## src/rtl/lid_pkg.sv

```systemverilog
// Shared lid controller encodings: FSM states, speed-mode codes and open direction.
package lid_pkg;

  typedef enum logic [1:0] {
    IDLE    = 2'd0,
    OPENING = 2'd1,
    CLOSING = 2'd2,
    FAULT   = 2'd3
  } lid_state_t;

  localparam logic       DIR_OPEN  = 1'b0;
  localparam logic [1:0] MODE_FAST = 2'b00;
  localparam logic [1:0] MODE_SLOW = 2'b01;

  // Slow down once the remaining distance to the travel target is inside the slow zone.
  function automatic logic [1:0] speed_mode(input lid_state_t  st,
                                            input logic [15:0] pos,
                                            input logic [15:0] open_pos,
                                            input logic [15:0] slow_zone);
    logic [1:0] mode;
    mode = MODE_FAST;
    if (st == OPENING && (open_pos - pos) <= slow_zone)
      mode = MODE_SLOW;
    else if (st == CLOSING && pos <= slow_zone)
      mode = MODE_SLOW;
    return mode;
  endfunction

endpackage

```

## src/rtl/lid_step_detect.sv

```systemverilog
// Turns the stepper coil-phase output into a one-cycle tick per newly energised phase.
module lid_step_detect (
  input  logic       clk,
  input  logic       rst,
  input  logic [3:0] phase_in,
  output logic       step_tick
);

  logic [3:0] phase_prev;

  always_ff @(posedge clk or posedge rst) begin
    if (rst)
      phase_prev <= 4'b0000;
    else
      phase_prev <= phase_in;
  end

  // An all-zero phase means the coils are off, so it is never a step.
  assign step_tick = (phase_in != phase_prev) && (phase_in != 4'b0000);

endmodule

```

## src/rtl/lid_motion_ctrl.sv

```systemverilog
// Lid stepper sequencer: open/close/stop requests, step counting and end-stop handling.
// Optional step watchdog enabled by defining LID_STEP_TIMEOUT_EN.
module lid_motion_ctrl
  import lid_pkg::*;
#(
  parameter int OPEN_STEPS = 512,
  parameter int SLOW_ZONE  = 32
`ifdef LID_STEP_TIMEOUT_EN
  ,
  parameter logic [23:0] TIMEOUT_CYCLES = 24'd6000000
`endif
) (
  input  logic        clk,
  input  logic        rst,
  input  logic        open_req,
  input  logic        close_req,
  input  logic        stop_req,
  input  logic [3:0]  phase_in,
  output logic        motor_en,
  output logic        motor_dir,
  output logic [1:0]  motor_mode,
  output logic [15:0] position,
  output logic        busy,
  output logic        at_open,
  output logic        at_closed,
  output logic        fault
);

  localparam logic [15:0] OPEN_POS = 16'(OPEN_STEPS);
  localparam logic [15:0] SLOW_POS = 16'(SLOW_ZONE);

  lid_state_t  state, state_next;
  logic [15:0] pos_next;
  logic        step_tick;
  logic        only_open, only_close;

  lid_step_detect u_step_detect (
    .clk       (clk),
    .rst       (rst),
    .phase_in  (phase_in),
    .step_tick (step_tick)
  );

  assign only_open  = open_req && !close_req && !stop_req;
  assign only_close = close_req && !open_req && !stop_req;

`ifdef LID_STEP_TIMEOUT_EN
  logic [23:0] timer, timer_next;
`endif

  always_comb begin
    state_next = state;
    pos_next   = position;
`ifdef LID_STEP_TIMEOUT_EN
    timer_next = '0;
`endif
    case (state)
      IDLE: begin
        if (only_open && position < OPEN_POS)
          state_next = OPENING;
        else if (only_close && position != 16'd0)
          state_next = CLOSING;
      end
      OPENING: begin
        if (step_tick && position < OPEN_POS)
          pos_next = position + 16'd1;
        // A reversal whose new target is already reached simply stops.
        if (stop_req)
          state_next = IDLE;
        else if (only_close)
          state_next = (pos_next != 16'd0) ? CLOSING : IDLE;
        else if (pos_next == OPEN_POS)
          state_next = IDLE;
      end
      CLOSING: begin
        if (step_tick && position != 16'd0)
          pos_next = position - 16'd1;
        if (stop_req)
          state_next = IDLE;
        else if (only_open)
          state_next = (pos_next != OPEN_POS) ? OPENING : IDLE;
        else if (pos_next == 16'd0)
          state_next = IDLE;
      end
      default: state_next = state;
    endcase
`ifdef LID_STEP_TIMEOUT_EN
    // The watchdog only runs while staying in the same moving state without a step.
    if (state_next == state && (state == OPENING || state == CLOSING) && !step_tick) begin
      if (timer == TIMEOUT_CYCLES - 24'd1)
        state_next = FAULT;
      else
        timer_next = timer + 24'd1;
    end
`endif
  end

  always_ff @(posedge clk or posedge rst) begin
    if (rst) begin
      state      <= IDLE;
      position   <= '0;
      motor_en   <= 1'b0;
      motor_dir  <= DIR_OPEN;
      motor_mode <= MODE_FAST;
      busy       <= 1'b0;
      at_open    <= 1'b0;
      at_closed  <= 1'b1;
    end else begin
      state      <= state_next;
      position   <= pos_next;
      motor_en   <= (state_next == OPENING) || (state_next == CLOSING);
      motor_dir  <= (state_next == CLOSING) ? ~DIR_OPEN : DIR_OPEN;
      motor_mode <= speed_mode(state_next, pos_next, OPEN_POS, SLOW_POS);
      busy       <= (state_next == OPENING) || (state_next == CLOSING);
      at_open    <= (state_next == IDLE) && (pos_next == OPEN_POS);
      at_closed  <= (state_next == IDLE) && (pos_next == 16'd0);
    end
  end

`ifdef LID_STEP_TIMEOUT_EN
  always_ff @(posedge clk or posedge rst) begin
    if (rst) begin
      timer <= '0;
      fault <= 1'b0;
    end else begin
      timer <= timer_next;
      fault <= (state_next == FAULT);
    end
  end
`else
  assign fault = 1'b0;
`endif

endmodule

```

## config.mk

```make
export PLATFORM = sky130hd
export DESIGN_NAME = lid_motion_ctrl
export DESIGN_NICKNAME = d
export VERILOG_FILES = /design/src/rtl/lid_pkg.sv /design/src/rtl/lid_step_detect.sv /design/src/rtl/lid_motion_ctrl.sv
export SDC_FILE = /design/constraint.sdc
export NUM_CORES = 1
export LEC_CHECK = 0
export ABC_AREA = 1
export ABC_CLOCK_PERIOD_IN_PS = 8700
export CORE_AREA = 2 2 87 89
export DETAILED_ROUTE_END_ITERATION = 10
export DIE_AREA = 0 0 89 91
export SYNTH_ARGS = -nofsm -noshare
export SYNTH_HDL_FRONTEND = slang
export SYNTH_SLANG_ARGS = --single-unit
```

## constraint.sdc

```tcl
create_clock -name clk -period 8.7 [get_ports clk]
set_input_delay 2.175 -clock clk [delete_from_list [all_inputs] [get_ports clk]]
set_output_delay 2.175 -clock clk [all_outputs]
set_load 0.005 [all_outputs]
```

== Word level (Yosys, flattened, before mapping) ==
Cells that the tools add are included.
Storage, ports and cells
  input port bits: 9
  logic and storage cells: 65
  register bits after elaboration: 28
  output and inout bits: 24
Operators by class
  mux-type cells: 19
  add/sub/neg operators: 3
  reduce and logical (&&, ||, !) cells: 24
  magnitude comparators: 3
  eq/ne operators: 8
Operators with widths (count)
  $mux W16: 4
  $eq A16 B10 Y1 const B: 2
  $le A16 B6 Y1 const B: 2
  $logic_not A16 Y1: 2
  $pmux W16 S2: 1
  $reduce_bool A16 Y1: 2
  $mux W2: 9
  $add A16 B1 Y16 const B: 1
  $lt A16 B10 Y1 const B: 1
  $ne A16 B10 Y1 const B: 1
  $sub A10 B16 Y16 const A: 1
  $sub A16 B1 Y16 const B: 1
  $logic_and A1 B1 Y1: 13
  $pmux W2 S3: 1
  $eq A2 B1 Y1 const B: 2
  $eq A2 B2 Y1 const B: 2
  $logic_not A2 Y1: 2
  $mux W1: 4
  $ne A4 B4 Y1: 1
  $reduce_bool A4 Y1: 1
  $logic_not A1 Y1: 3
  $logic_or A1 B1 Y1: 1

== Depth between registers and ports, before layout ==
Gate-level depths: netlist of run 1.
  depth in word-level cells: 14
  depth in mapped cells: 31
  gate-level depth less buffers: 31

== Cells and area by module ==
From an unflattened synthesis of run 1, not the netlist that was laid out.
Second synthesis, totals
  cells, all modules: 475
  area, all modules: 2845.2 um^2
By module, submodules not included
  lid_motion_ctrl: area each 2645.0 um^2, seq. area each 576.8 um^2, instances 1, cells an instance 445
  lid_step_detect: area each 200.2 um^2, seq. area each 100.1 um^2, instances 1, cells an instance 30

== Worst setup path before layout of run 1 ==
OpenSTA, ideal clock, no wires.
  kind: input port to flip-flop
  start point: input phase_in[1]
  end point: register motor_mode[0]
  slack: 4.347 ns
  buffers on the path: 1
  arrival: 4.231 ns
  setup time: 0.122 ns
  required time: 8.578 ns
  stages: 29
  cells stage by stage: inv_2 nand2_1 nand2_1 nor2_1 nand2_2 nand3_4 inv_4 buf_6 nand2_1 o21ai_1 nor3_1 nand3_1 nand3b_1 nand2_1 nand2_1 nand2_1 nand2_1 nand2_1 nand2_1 inv_1 ha_1 inv_1 nor2_1 nand2_1 nor2_1 nand3_1 nor2_1 nand2_1 nand2_1
Between the ends
  word-level cells in the longest chain between the ends: 14
  elaborated cells between the ends (all ways): 32
  classes of those cells: add/sub: 1; order compare: 2; eq/ne: 5; mux: 16; reduce/logical: 8
Ends and longest elaborated chain
  start, declared: RTL line lid_motion_ctrl.sv:18  | input logic [3:0] phase_in,
  $ne A4 B4 Y1 / $reduce_bool A4 Y1 (equally long branches): RTL line lid_step_detect.sv:19  | assign step_tick = (phase_in != phase_prev) && (phase_in != 4'b0000);
  $logic_and A1 B1 Y1 (*): RTL line lid_step_detect.sv:19
  $logic_and A1 B1 Y1, on equally long branches: RTL line lid_motion_ctrl.sv:76, lid_motion_ctrl.sv:65
  $mux W16, on equally long branches: RTL line lid_motion_ctrl.sv:76, lid_motion_ctrl.sv:65
  $mux W16: RTL line lid_motion_ctrl.sv:57  | case (state)
  $ne A16 B10 Y1 (tied with other cells): RTL line lid_motion_ctrl.sv:81  | state_next = (pos_next != OPEN_POS) ? OPENING : IDLE;
  $mux W1 (tied with other cells): RTL line lid_motion_ctrl.sv:81
  $mux W2, on equally long branches: RTL line lid_motion_ctrl.sv:80, lid_motion_ctrl.sv:70
  $mux W2, on equally long branches: RTL line lid_motion_ctrl.sv:78, lid_motion_ctrl.sv:68
  $pmux W2 S3 (*): RTL line lid_motion_ctrl.sv:57
  via state_next[0]: RTL line lid_motion_ctrl.sv:32  | lid_state_t state, state_next;
  $eq A2 B2 Y1: RTL line lid_pkg.sv:24  | else if (st == CLOSING && pos <= slow_zone)
  $logic_and A1 B1 Y1: RTL line lid_pkg.sv:24
  $mux W1: RTL line lid_pkg.sv:24
  $mux W1 (*): RTL line lid_pkg.sv:22  | if (st == OPENING && (open_pos - pos) <= slow_zone)
  end signal, assigned: RTL line lid_motion_ctrl.sv:113  | motor_mode <= speed_mode(state_next, pos_next, OPEN_POS, SLOW_POS);
  end, declared: RTL line lid_motion_ctrl.sv:21  | output logic [1:0] motor_mode,
The timed path passes the listed nets; every way through them passes the cells marked *. The select of a mux whose other input is x is not followed.

== Final worst setup path of run 1 ==
Same ends and word-level chain as after synthesis.

==> results.md, run 1 <==
* Clock slew at reported path FFs at 0.09 ns
* Setup Skew at 0.002924 ns
* Remaining DRCs at 0
* Post-synth EDFFs at 0
* Setup crit end: motor_mode[0]$_DFF_PP0_
* CP peak stage delay at 0.51 ns
* Max-Cap Viols at 0
* Routability Congestion at 0.9293
* Worst setup path start: phase_in[1]
* Post-CTS Hold Fix Bufs at 0
* Inst Count DP at 611
* Via count at 3098
* DIE AREA at 8099 um^2
* Num CTS Buffers at 3
* Top-count cell post-synth: nand2_1
* CP most frequent cell: nand2_1
* Core area at 7137 um^2
* Max-slew headroom at the worst pin at 0.3310
* Unrepaired setup endpoints after global routing: false
* CTS tree: done
* H-Tree Level Count at 1
* First-pass GRT wire length at 14.23 mm
* #FFs+latches synth at 27
* Vias per inst at 5.037
* Min Clock Period, post-route at 5.171 ns
* Vias in the first global route at 2868
* IO Count at 33
* Worst slew pin tran at 1.002 ns
* Synth async-reset ratio at 1.000
* Warnings, synthesis at 0
* Clock Tree Root: clkbuf_8
* DRT Pass-1 Iters at 5
* Port buffer count at 30
* Num rows at 31
* Total clock sinks at 27
* Worst reg2reg endpoint: motor_mode[0]$_DFF_PP0_
* Worst Hold Launch: position[15]$_DFF_PP0_
* Final setup violation count at 0
* Tightest Hold Check Type: flop to flop
* Initial core utilization at 0.4364
* CP max-delay cell: clkdlybuf4s50_1
* Kind of critical path: primary input to flop
* Pwr dens at 413.9 nW/um^2
* R2R depth at 29
* Netlist cell types at 38
* Total gr overflow at 0
* WL/cell at 13.92 um
* Global-route usage over all layers at 0.2241
* Fin. max-slew vios at 0
* Yosys top cell by area: dfrtp_1
* Net count, final at 535
* Top-area cell type share of the netlist area at 0.2089
* Synthesized area at 3114 um^2
* Number of DRC markers in iteration 0 at 251
* Final hold vios at 0
* Sequential share of the synthesized area at 0.2174
* Largest cells by area after synthesis: dfrtp_1 (21%), nand2_1 (20%), nand3_1 (8.0%)
* Outcome: complete, no violations
* Synth Area per Inst at 6.266 um^2
* Floorplan die width at 89 um
* Setup Fix Bufs, Post-CTS at 0
* Initial antenna violation count at 0
* Worst endpoint data arrival time at 5.38 ns
* Top FF cell, synth: dfrtp_1
* Endpoint type of the worst setup path: flop
* Commonest cells in the netlist: nand2_1 (168), inv_1 (57), nand3_1 (50), nor2_1 (44), dfrtp_1 (26)
* Clk buf depth at 2
* Worst vdd ir at 0.2132 mV
* Part of the cycle the worst path needs at 0.5944
* Layout cells sized above 1 at 0.1298
* Filler cells at 777
* Largest net degree at the start of global routing at 28
* R2R setup slack at 4.89 ns
* Final ANT Viol Nets at 0
* CP required at 8.91 ns
* Fmax at 193.4 MHz
* # diodes at 0
* Die H at 91 um
* Post-Route Setup TNS at 0 ns
* Post_cts resized at 0
* Fin cells at 615
* DP Wirelength at 6.867 mm
* Startpoint types: primary input
* Clock Latency Late Sink at 0.27 ns
* Final wirelength at 8.559 mm
* Worst r2r src: position[0]$_DFF_PP0_
* Leak Pwr at 1.780 nW
* Max FO, Critical Path at 11
* Mapped Cells at 497
* Area Growth Syn to Fin at 11.13%
-- area by class of cell --
class / instances / area (um^2) / area share
inverter: 67 / 254.0 / 0.07339
tap: 99 / 123.9 / 0.03579
sequential: 27 / 676.9 / 0.1956
multi-input combinational: 388 / 2061 / 0.5954
clock buffer: 4 / 45.04 / 0.01302
timing repair buffer: 30 / 300.3 / 0.08677
-- cell families after synthesis --
logic type               synth area share
buffers and inverters              0.1221
AND/OR/NAND/NOR                    0.5275
AO/OA/AOI/OAI                     0.03375
XOR/XNOR                          0.06187
adder cells (fa/ha/maj)           0.03616
other                            0.001204
flip-flops                         0.2174
-- metal layers --
layer | vias to the layer above | part of all wire | wire [um] | track usage
met5 | - | 0 | 0 | 0
met3 | 12 | 0.041 | 354 | 0.01909
met4 | 0 | 0.017 | 145 | 0.04975
met2 | 76 | 0.45 | 3814 | 0.3377
li1 | 1584 | - | - | -
met1 | 1426 | 0.50 | 4245 | 0.3456
-- flip-flops by register name, indices dropped and copies added, names as in the netlist --
| register | count |
|---|---|
| motor_mode | 1 |
| u_step_detect.phase_prev | 4 |
| state | 2 |
| position | 16 |
| motor_dir | 1 |
| busy | 1 |
| at_closed | 1 |
| at_open | 1 |
-- power breakdown --
part | switching, W | total [W] | internal, W | leakage, nW
combinational | 0.000697 | 0.00108 | 0.000379 | 1.43
sequential | 0.000113 | 0.000288 | 0.000175 | 0.328
clock | 0.0000364 | 0.0000691 | 0.0000328 | 0.0228
-- metrics by stage --
step / hold slack, ns / setup slack (ns) / area, um^2 / total power (W) / util
floorplan: 0.6310 / 4.347 / 3118 / 0.001067 / -
global placement: 0.6976 / 3.304 / 3416 / 0.001360 / 0.4786
detailed placement: 0.6996 / 3.241 / 3416 / 0.001359 / 0.4786
CTS: 0.7134 / 3.519 / 3461 / 0.001435 / 0.4849
global route: 0.7435 / 3.132 / 3461 / 0.001602 / 0.4849
finish: 0.7216 / 3.529 / 3461 / 0.001432 / 0.4849
-- worst max-delay path: cells and delay by family --
family	cells	cell delay [ns]
and+or+nand+nor	25	2.07
buffers and inverters	6	0.97
adders and majority gates	1	0.14
-- placed cells by master, fill, tap and decap left out, drive strengths merged --
cell           instances
a21oi                  7
a22o                   2
a31oi                  1
clkbuf                 4
clkdlybuf4s50         30
clkinv                 2
conb                   2
dfrtp                 26
dfstp                  1
ha                     9
inv                   65
nand2                196
nand3                 58
nand3b                 2
nand4                 15
nor2                  59
nor3                   7
nor3b                  1
o2111ai                1
o21ai                  6
xnor2                  2
xor2                  20
-- worst min path at each step --
| stage | end | slack [ns] | depth (start not counted) |
|---|---|---|---|
| 2_1_floorplan | position[15]$_DFF_PP0_ | 0.63 | 4 |
| 3_3_place_gp | position[15]$_DFF_PP0_ | 0.70 | 2 |
| 3_5_place_dp | position[15]$_DFF_PP0_ | 0.70 | 2 |
| 4_1_cts | position[15]$_DFF_PP0_ | 0.71 | 2 |
| 5_1_grt | position[15]$_DFF_PP0_ | 0.74 | 2 |
| 6_report | position[15]$_DFF_PP0_ | 0.72 | 2 |
No activity file was read; power rests on OpenSTA's default activity.
==> inputs of run 2 (changes only) <==
ABC_CLOCK_PERIOD_IN_PS = 4400   (was 8700)
PLACE_DENSITY = 0.67   (was default)
clock period = 4.4 ns   (was 8.7 ns; I/O delays follow)
==> results.md, run 2 (same netlist as run 1, synthesis figures left out) <==
* Clock slew at reported path FFs at 0.09 ns (about the same)
* Vias in the first global route at 2925 (was 2868)
* Wl on met1 at 3.797 mm (was 4.245 mm)
* CP peak stage delay at 0.51 ns (about the same)
* Leak Pwr at 1.785 nW (was 1.780 nW)
* Initial antenna violation count at 0 (unchanged)
* Worst slew pin tran at 1.031 ns (was 1.002 ns)
* Tightest Hold Check Type: flop to flop (unchanged)
* CP most frequent cell: nand2_1 (unchanged)
* Vias per inst at 4.935 (was 5.037)
* Part of the cycle the worst path needs at 0.9067
* Min Clock Period, post-route at 3.989 ns
* Endpoint type of the worst setup path: flop (unchanged)
* Clock Latency Late Sink at 0.27 ns (about the same)
* DRT Pass-1 Iters at 4 (was 5)
* Initial core utilization at 0.4364 (unchanged)
* Sw Ratio at 0.5863 (was 0.5909)
* DIE AREA at 8099 um^2 (unchanged)
* Global-route usage over all layers at 0.2100 (was 0.2241)
* Num rows at 31 (unchanged)
* Remaining DRCs at 0 (unchanged)
* H-Tree Level Count at 1 (unchanged)
* Max FO, Critical Path at 15 (was 11)
* Floorplan die width at 89 um (unchanged)
* Kind of critical path: primary input to flop (unchanged)
* Clk buf depth at 2 (unchanged)
* Core area at 7137 um^2 (unchanged)
* IO Count at 33 (unchanged)
* Setup Fix Bufs, Post-CTS at 0 (unchanged)
* Final wirelength at 8.109 mm (was 8.559 mm)
* Max-Cap Viols at 0 (unchanged)
* Total clock sinks at 27 (unchanged)
* Clk pwr share at 0.050 (was 0.048)
* Setup Skew at 0.003225 ns (was 0.002924 ns)
* Switch Pwr at 0.001647 W (was 0.0008463 W)
* Fmax at 250.7 MHz
* Final ANT Viol Nets at 0 (unchanged)
* Metal3 WL at 349 um (was 354 um)
* Gate power share at 0.751 (about the same)
* First-pass GRT wire length at 13.62 mm (was 14.23 mm)
* Clock Tree Root: clkbuf_8 (unchanged)
* Max reg flops at 16 (unchanged)
* Top Layer Used: met4 (unchanged)
* Worst vdd ir at 0.4411 mV (was 0.2132 mV)
* Layout cells sized above 1 at 0.1315 (was 0.1298)
* Final setup violation count at 0 (unchanged)
* Routability Congestion at 0.9079 (was 0.9293)
* Critical path's top delay family: simple AND/OR/NAND/NOR gates (unchanged)
* CP max-delay cell: clkdlybuf4s50_1 (unchanged)
* # diodes at 0 (unchanged)
* Via count at 3040 (was 3098)
* Die H at 91 um (unchanged)
* CP required at 4.57 ns (was 8.91 ns)
* Buf/Inv on CP at 4 (was 6)
* CTS tree: done (unchanged)
* Port buffer count at 30 (unchanged)
* Post-Route Setup TNS at 0 ns (unchanged)
* Total gr overflow at 0 (unchanged)
* Area Growth Syn to Fin at 11.45% (was 11.13%)
* Worst endpoint data arrival time at 4.15 ns (was 5.38 ns)
* Slack of the critical path at 0.4107 ns (was 3.529 ns)
* Placement Setup Slack at 0.09314 ns (was 3.241 ns)
* Number of DRC markers in iteration 0 at 218 (was 251)
* Max-slew headroom at the worst pin at 0.3122 (was 0.3310)
* Pwr dens at 809.4 nW/um^2 (was 413.9 nW/um^2)
* WL/cell at 13.16 um (was 13.92 um)
* Fin. max-slew vios at 0 (unchanged)
* Most frequent cells in the layout: nand2_1 (168), inv_1 (57), nand3_1 (50) (unchanged)
* Net count, final at 536 (was 535)
* Startpoint types: primary input (unchanged)
* Sequential share of power at 0.199 (was 0.201)
* Commonest non-fill, non-tap cell in the layout: nand2_1 (unchanged)
* Final hold vios at 0 (unchanged)
* Met2 wire len at 3.872 mm (was 3.814 mm)
* Unrepaired setup endpoints after global routing: false (unchanged)
* Num CTS Buffers at 3 (unchanged)
* DP Wirelength at 6.476 mm (was 6.867 mm)
* Largest net degree at the start of global routing at 28 (unchanged)
* Filler cells at 763 (was 777)
* Cell Int Power at 0.001162 W (was 0.0005860 W)
* Largest registers: position: 16 flops, u_step_detect.phase_prev: 4 flops, state: 2 flops (unchanged)
* Outcome: complete, no violations (unchanged)
* Top reg by flops: position (unchanged)
-- run 2: cell count changes in the layout (fill, tap and decap cells not counted), sizes merged --
cell / change
buf: +1
-- run 2: power by group through the flow --
stage / clock (W) / combinational (W) / sequential, W
after floorplan: 0 / 0.00164 / 0.000468
after global placement: 0 / 0.00208 / 0.000562
after detailed placement: 0 / 0.00209 / 0.000560
after CTS: 0.000145 / 0.00211 / 0.000555
after global routing: 0.000155 / 0.00239 / 0.000575
final: 0.000141 / 0.00211 / 0.000558
-- run 2: metrics by stage --
stage,instances,instance area (um^2),utilization,hold slack (ns),total power (W)
after floorplan,498,3118,-,0.6310,0.002110
after global placement,612,3423,0.4797,0.6614,0.002644
after detailed placement,612,3423,0.4797,0.6610,0.002655
after CTS,616,3468,0.4860,0.6823,0.002808
after global routing,616,3471,0.4863,0.7369,0.003124
final,616,3471,0.4863,0.6791,0.002809
-- run 2: final cells by class --
cell class / count / area, um^2 / area share
repair buffers: 31 / 307.8 / 0.08868
flip-flops and latches: 27 / 676.9 / 0.1950
clock buffers: 4 / 45.04 / 0.01298
multi-input cells: 388 / 2061 / 0.5937
inverters: 67 / 256.5 / 0.07390
well taps: 99 / 123.9 / 0.03569
-- run 2: worst min-delay path, delay by kind of cell (launching register included) --
family             cells  cell delay, ns
DFF                    1            0.39
AOI/OAI and AO/OA      1            0.08
and+or+nand+nor        3            0.17
-- run 2: timing repair --
item                                    in CTS  in global routing
resized for setup                            0                  1
endpoints found under the setup margin       0                  1
hold buffers                                 0                  0
-- run 2: worst paths after layout --
| kind | from | end | slack, ns | cells past startpoint |
|---|---|---|---|---|
| setup / recovery | phase_in[1] | motor_mode[0]$_DFF_PP0_ | 0.41 | 29 |
| hold / removal | position[15]$_DFF_PP0_ | position[15]$_DFF_PP0_ | 0.68 | 4 |
| setup reg to reg | position[0]$_DFF_PP0_ | motor_mode[0]$_DFF_PP0_ | 0.70 | 29 |
| hold reg to reg | position[15]$_DFF_PP0_ | position[15]$_DFF_PP0_ | 0.68 | 4 |
| max in group asynchronous | rst | state[0]$_DFF_PP0_ | 2.41 | 2 |
| min in group asynchronous | rst | position[4]$_DFF_PP0_ | 1.37 | 2 |
-- run 2: layer usage --
layer  vias up  track usage
met5         -            0
met4         0      0.04478
met3         9      0.01000
met2        69       0.3427
met1      1376       0.3056
li1       1586            -
==> inputs of run 3 (changes only) <==
ABC_CLOCK_PERIOD_IN_PS = 3300   (was 4400)
SKIP_LAST_GASP = 1   (was default)
clock period = 3.3 ns   (was 4.4 ns; I/O delays follow)
==> results.md, run 3 (same netlist as run 1, synthesis figures left out) <==
* Num rows at 31 (unchanged)
* Worst vdd ir at 0.5936 mV (was 0.4411 mV)
* Floorplan die width at 89 um (unchanged)
* Overall power at 0.004402 W (was 0.002809 W)
* Sw Ratio at 0.5419 (was 0.5863)
* Finished Core Util at 0.5784 (was 0.4863)
* Area Growth Syn to Fin at 32.54% (was 11.45%)
* IO Count at 33 (unchanged)
* Startpoint types: primary input (unchanged)
* Max-slew headroom at the worst pin at 0.5389 (was 0.3122)
* CP max-delay cell: a22o_4 (was clkdlybuf4s50_1)
* Routability Congestion at 1.012 (was 0.9079)
* Total clock sinks at 27 (unchanged)
* Final setup violation count at 0 (unchanged)
* Switch Pwr at 0.002386 W (was 0.001647 W)
* WL/cell at 13.42 um (was 13.16 um)
* Top reg by flops: position (unchanged)
* Max-Cap Viols at 0 (unchanged)
* Final hold vios at 0 (unchanged)
* Largest registers: position: 16 flops, u_step_detect.phase_prev: 4 flops, state: 2 flops (unchanged)
* Final wirelength at 9.230 mm (was 8.109 mm)
* Clock Latency Late Sink at 0.27 ns (about the same)
* Remaining DRCs at 0 (unchanged)
* Initial antenna violation count at 0 (unchanged)
* DIE AREA at 8099 um^2 (unchanged)
* Layout cells sized above 1 at 0.2886 (was 0.1315)
* Setup Skew at 0.007220 ns (was 0.003225 ns)
* Global-route usage over all layers at 0.2370 (was 0.2100)
* DP Wirelength at 7.401 mm (was 6.476 mm)
* Max FO, Critical Path at 7 (was 15)
* Num CTS Buffers at 3 (unchanged)
* DRT Pass-1 Iters at 5 (was 4)
* Vias per inst at 4.975 (was 4.935)
* Clock Tree Root: clkbuf_8 (unchanged)
* Net count, final at 608 (was 536)
* Port buffer count at 30 (unchanged)
* Fin. max-slew vios at 0 (unchanged)
* Core area at 7137 um^2 (unchanged)
* Most frequent cells in the layout: nand2_1 (157), buf_4 (68), inv_1 (55) (was nand2_1 (168), inv_1 (57), nand3_1 (50))
* Cell Int Power at 0.002017 W (was 0.001162 W)
* Clk buf depth at 2 (unchanged)
* Worst slew pin tran at 0.6916 ns (was 1.031 ns)
* Sequential share of power at 0.145 (was 0.199)
* Clk pwr share at 0.042 (was 0.050)
* CP required at 3.47 ns (was 4.57 ns)
* Fmax at 321.2 MHz
* Worst endpoint data arrival time at 3.28 ns (was 4.15 ns)
* CP most frequent cell: nand2_1 (unchanged)
* Total gr overflow at 0 (unchanged)
* H-Tree Level Count at 1 (unchanged)
* Vias in the first global route at 3268 (was 2925)
* Via count at 3423 (was 3040)
* Outcome: complete, no violations (unchanged)
* Kind of critical path: primary input to flop (unchanged)
* Tightest Hold Check Type: flop to flop (unchanged)
* Min Clock Period, post-route at 3.113 ns
* CP peak stage delay at 0.24 ns (was 0.51 ns)
* Initial core utilization at 0.4364 (unchanged)
* Part of the cycle the worst path needs at 0.9434
* # diodes at 0 (unchanged)
* Critical path's top delay family: simple AND/OR/NAND/NOR gates (unchanged)
* Max reg flops at 16 (unchanged)
* Final ANT Viol Nets at 0 (unchanged)
* Largest net degree at the start of global routing at 28 (unchanged)
* Gate power share at 0.813 (was 0.751)
* Die H at 91 um (unchanged)
* Clock slew at reported path FFs at 0.09 ns (about the same)
* Buf/Inv on CP at 6 (was 4)
* Commonest non-fill, non-tap cell in the layout: nand2_1 (unchanged)
* First-pass GRT wire length at 15.32 mm (was 13.62 mm)
* Pwr dens at 1067 nW/um^2 (was 809.4 nW/um^2)
* Post-Route Setup TNS at 0 ns (unchanged)
* CTS tree: done (unchanged)
* Crit path cell chain: clkbuf_2 -> inv_2 -> nand2_1 -> nand2_1 -> nor2_2 -> nand2_4 -> nand3_4 -> buf_12 -> nand2_4 -> a22o_4 -> nor2_2 -> nand3_2 -> nand2_1 -> nor2_1 -> nand3_1 -> nand3_1 -> nand2_2 -> buf_4 -> buf_4 -> inv_1 -> ha_1 -> o2111ai_1 -> nand2_1
* Post-CTS Hold Fix Bufs at 0 (unchanged)
* Number of DRC markers in iteration 0 at 319 (was 218)
* Leak Pwr at 2.169 nW (was 1.785 nW)
* Endpoint type of the worst setup path: flop (unchanged)
run 3: per-layer routing:
metal	track usage	vias to the layer above	routed length [um]
met1	0.3462	1544	4264
met2	0.3769	132	4247
met3	0.02455	16	559
li1	-	1731	-
met4	0.04975	0	159
met5	0	-	0
run 3: stage by stage:
stage	std cells	hold WS [ns]	instance area, um^2	setup WS (ns)
6_report	688	0.6909	4128	0.1868
5_1_grt	688	0.6822	4128	-0.04709
4_1_cts	683	0.6944	3996	0.1221
3_5_place_dp	678	0.6708	3919	-0.5391
3_3_place_gp	678	0.6516	3919	-0.4823
2_1_floorplan	498	0.6310	3118	0.2975
run 3: what timing repair did:
item                       4_1_cts  5_1_grt
buffers inserted                 1        4
resized for setup               11       41
cloned                           0        1
pin swaps                        4       20
setup endpoints to repair        3        1
run 3: power by group through the flow:
| stage | clock network, W | registers (W) | logic [W] |
|---|---|---|---|
| finish | 0.000186 | 0.000639 | 0.00358 |
| global placement | 0 | 0.000642 | 0.00339 |
| CTS | 0.000193 | 0.000632 | 0.00347 |
| detailed placement | 0 | 0.000640 | 0.00343 |
| floorplan | 0 | 0.000624 | 0.00219 |
| global route | 0.000211 | 0.000655 | 0.00399 |
run 3: worst paths after layout:
check	start	end	slack (ns)	depth (start not counted)
worst max-delay path	phase_in[0]	motor_mode[0]$_DFF_PP0_	0.19	23
worst min-delay path	position[15]$_DFF_PP0_	position[15]$_DFF_PP0_	0.69	4
worst max register to register	position[7]$_DFF_PP0_	motor_mode[0]$_DFF_PP0_	0.22	20
worst min register to register	position[15]$_DFF_PP0_	position[15]$_DFF_PP0_	0.69	4
max in group asynchronous	rst	at_closed$_DFF_PP1_	2.10	3
min in group asynchronous	rst	position[8]$_DFF_PP0_	0.90	3
run 3: layout make-up:
| class | instances | area, um^2 |
|---|---|---|
| fill | 721 | 3009 |
| multi-input combinational | 388 | 2168 |
| timing repair buffer | 102 | 844.6 |
| sequential | 27 | 678.2 |
| inverter | 67 | 260.3 |
| tap | 99 | 123.9 |
| clock buffer | 3 | 41.29 |
| timing repair inverter | 1 | 6.256 |
| clock inverter | 1 | 5.005 |
run 3: worst min-delay path, stage by stage, from the launching register on:
cell	delay, ns
dfrtp_1	0.39
nand2_1	0.06
nand2_1	0.06
nand2_1	0.05
o21ai_2	0.09
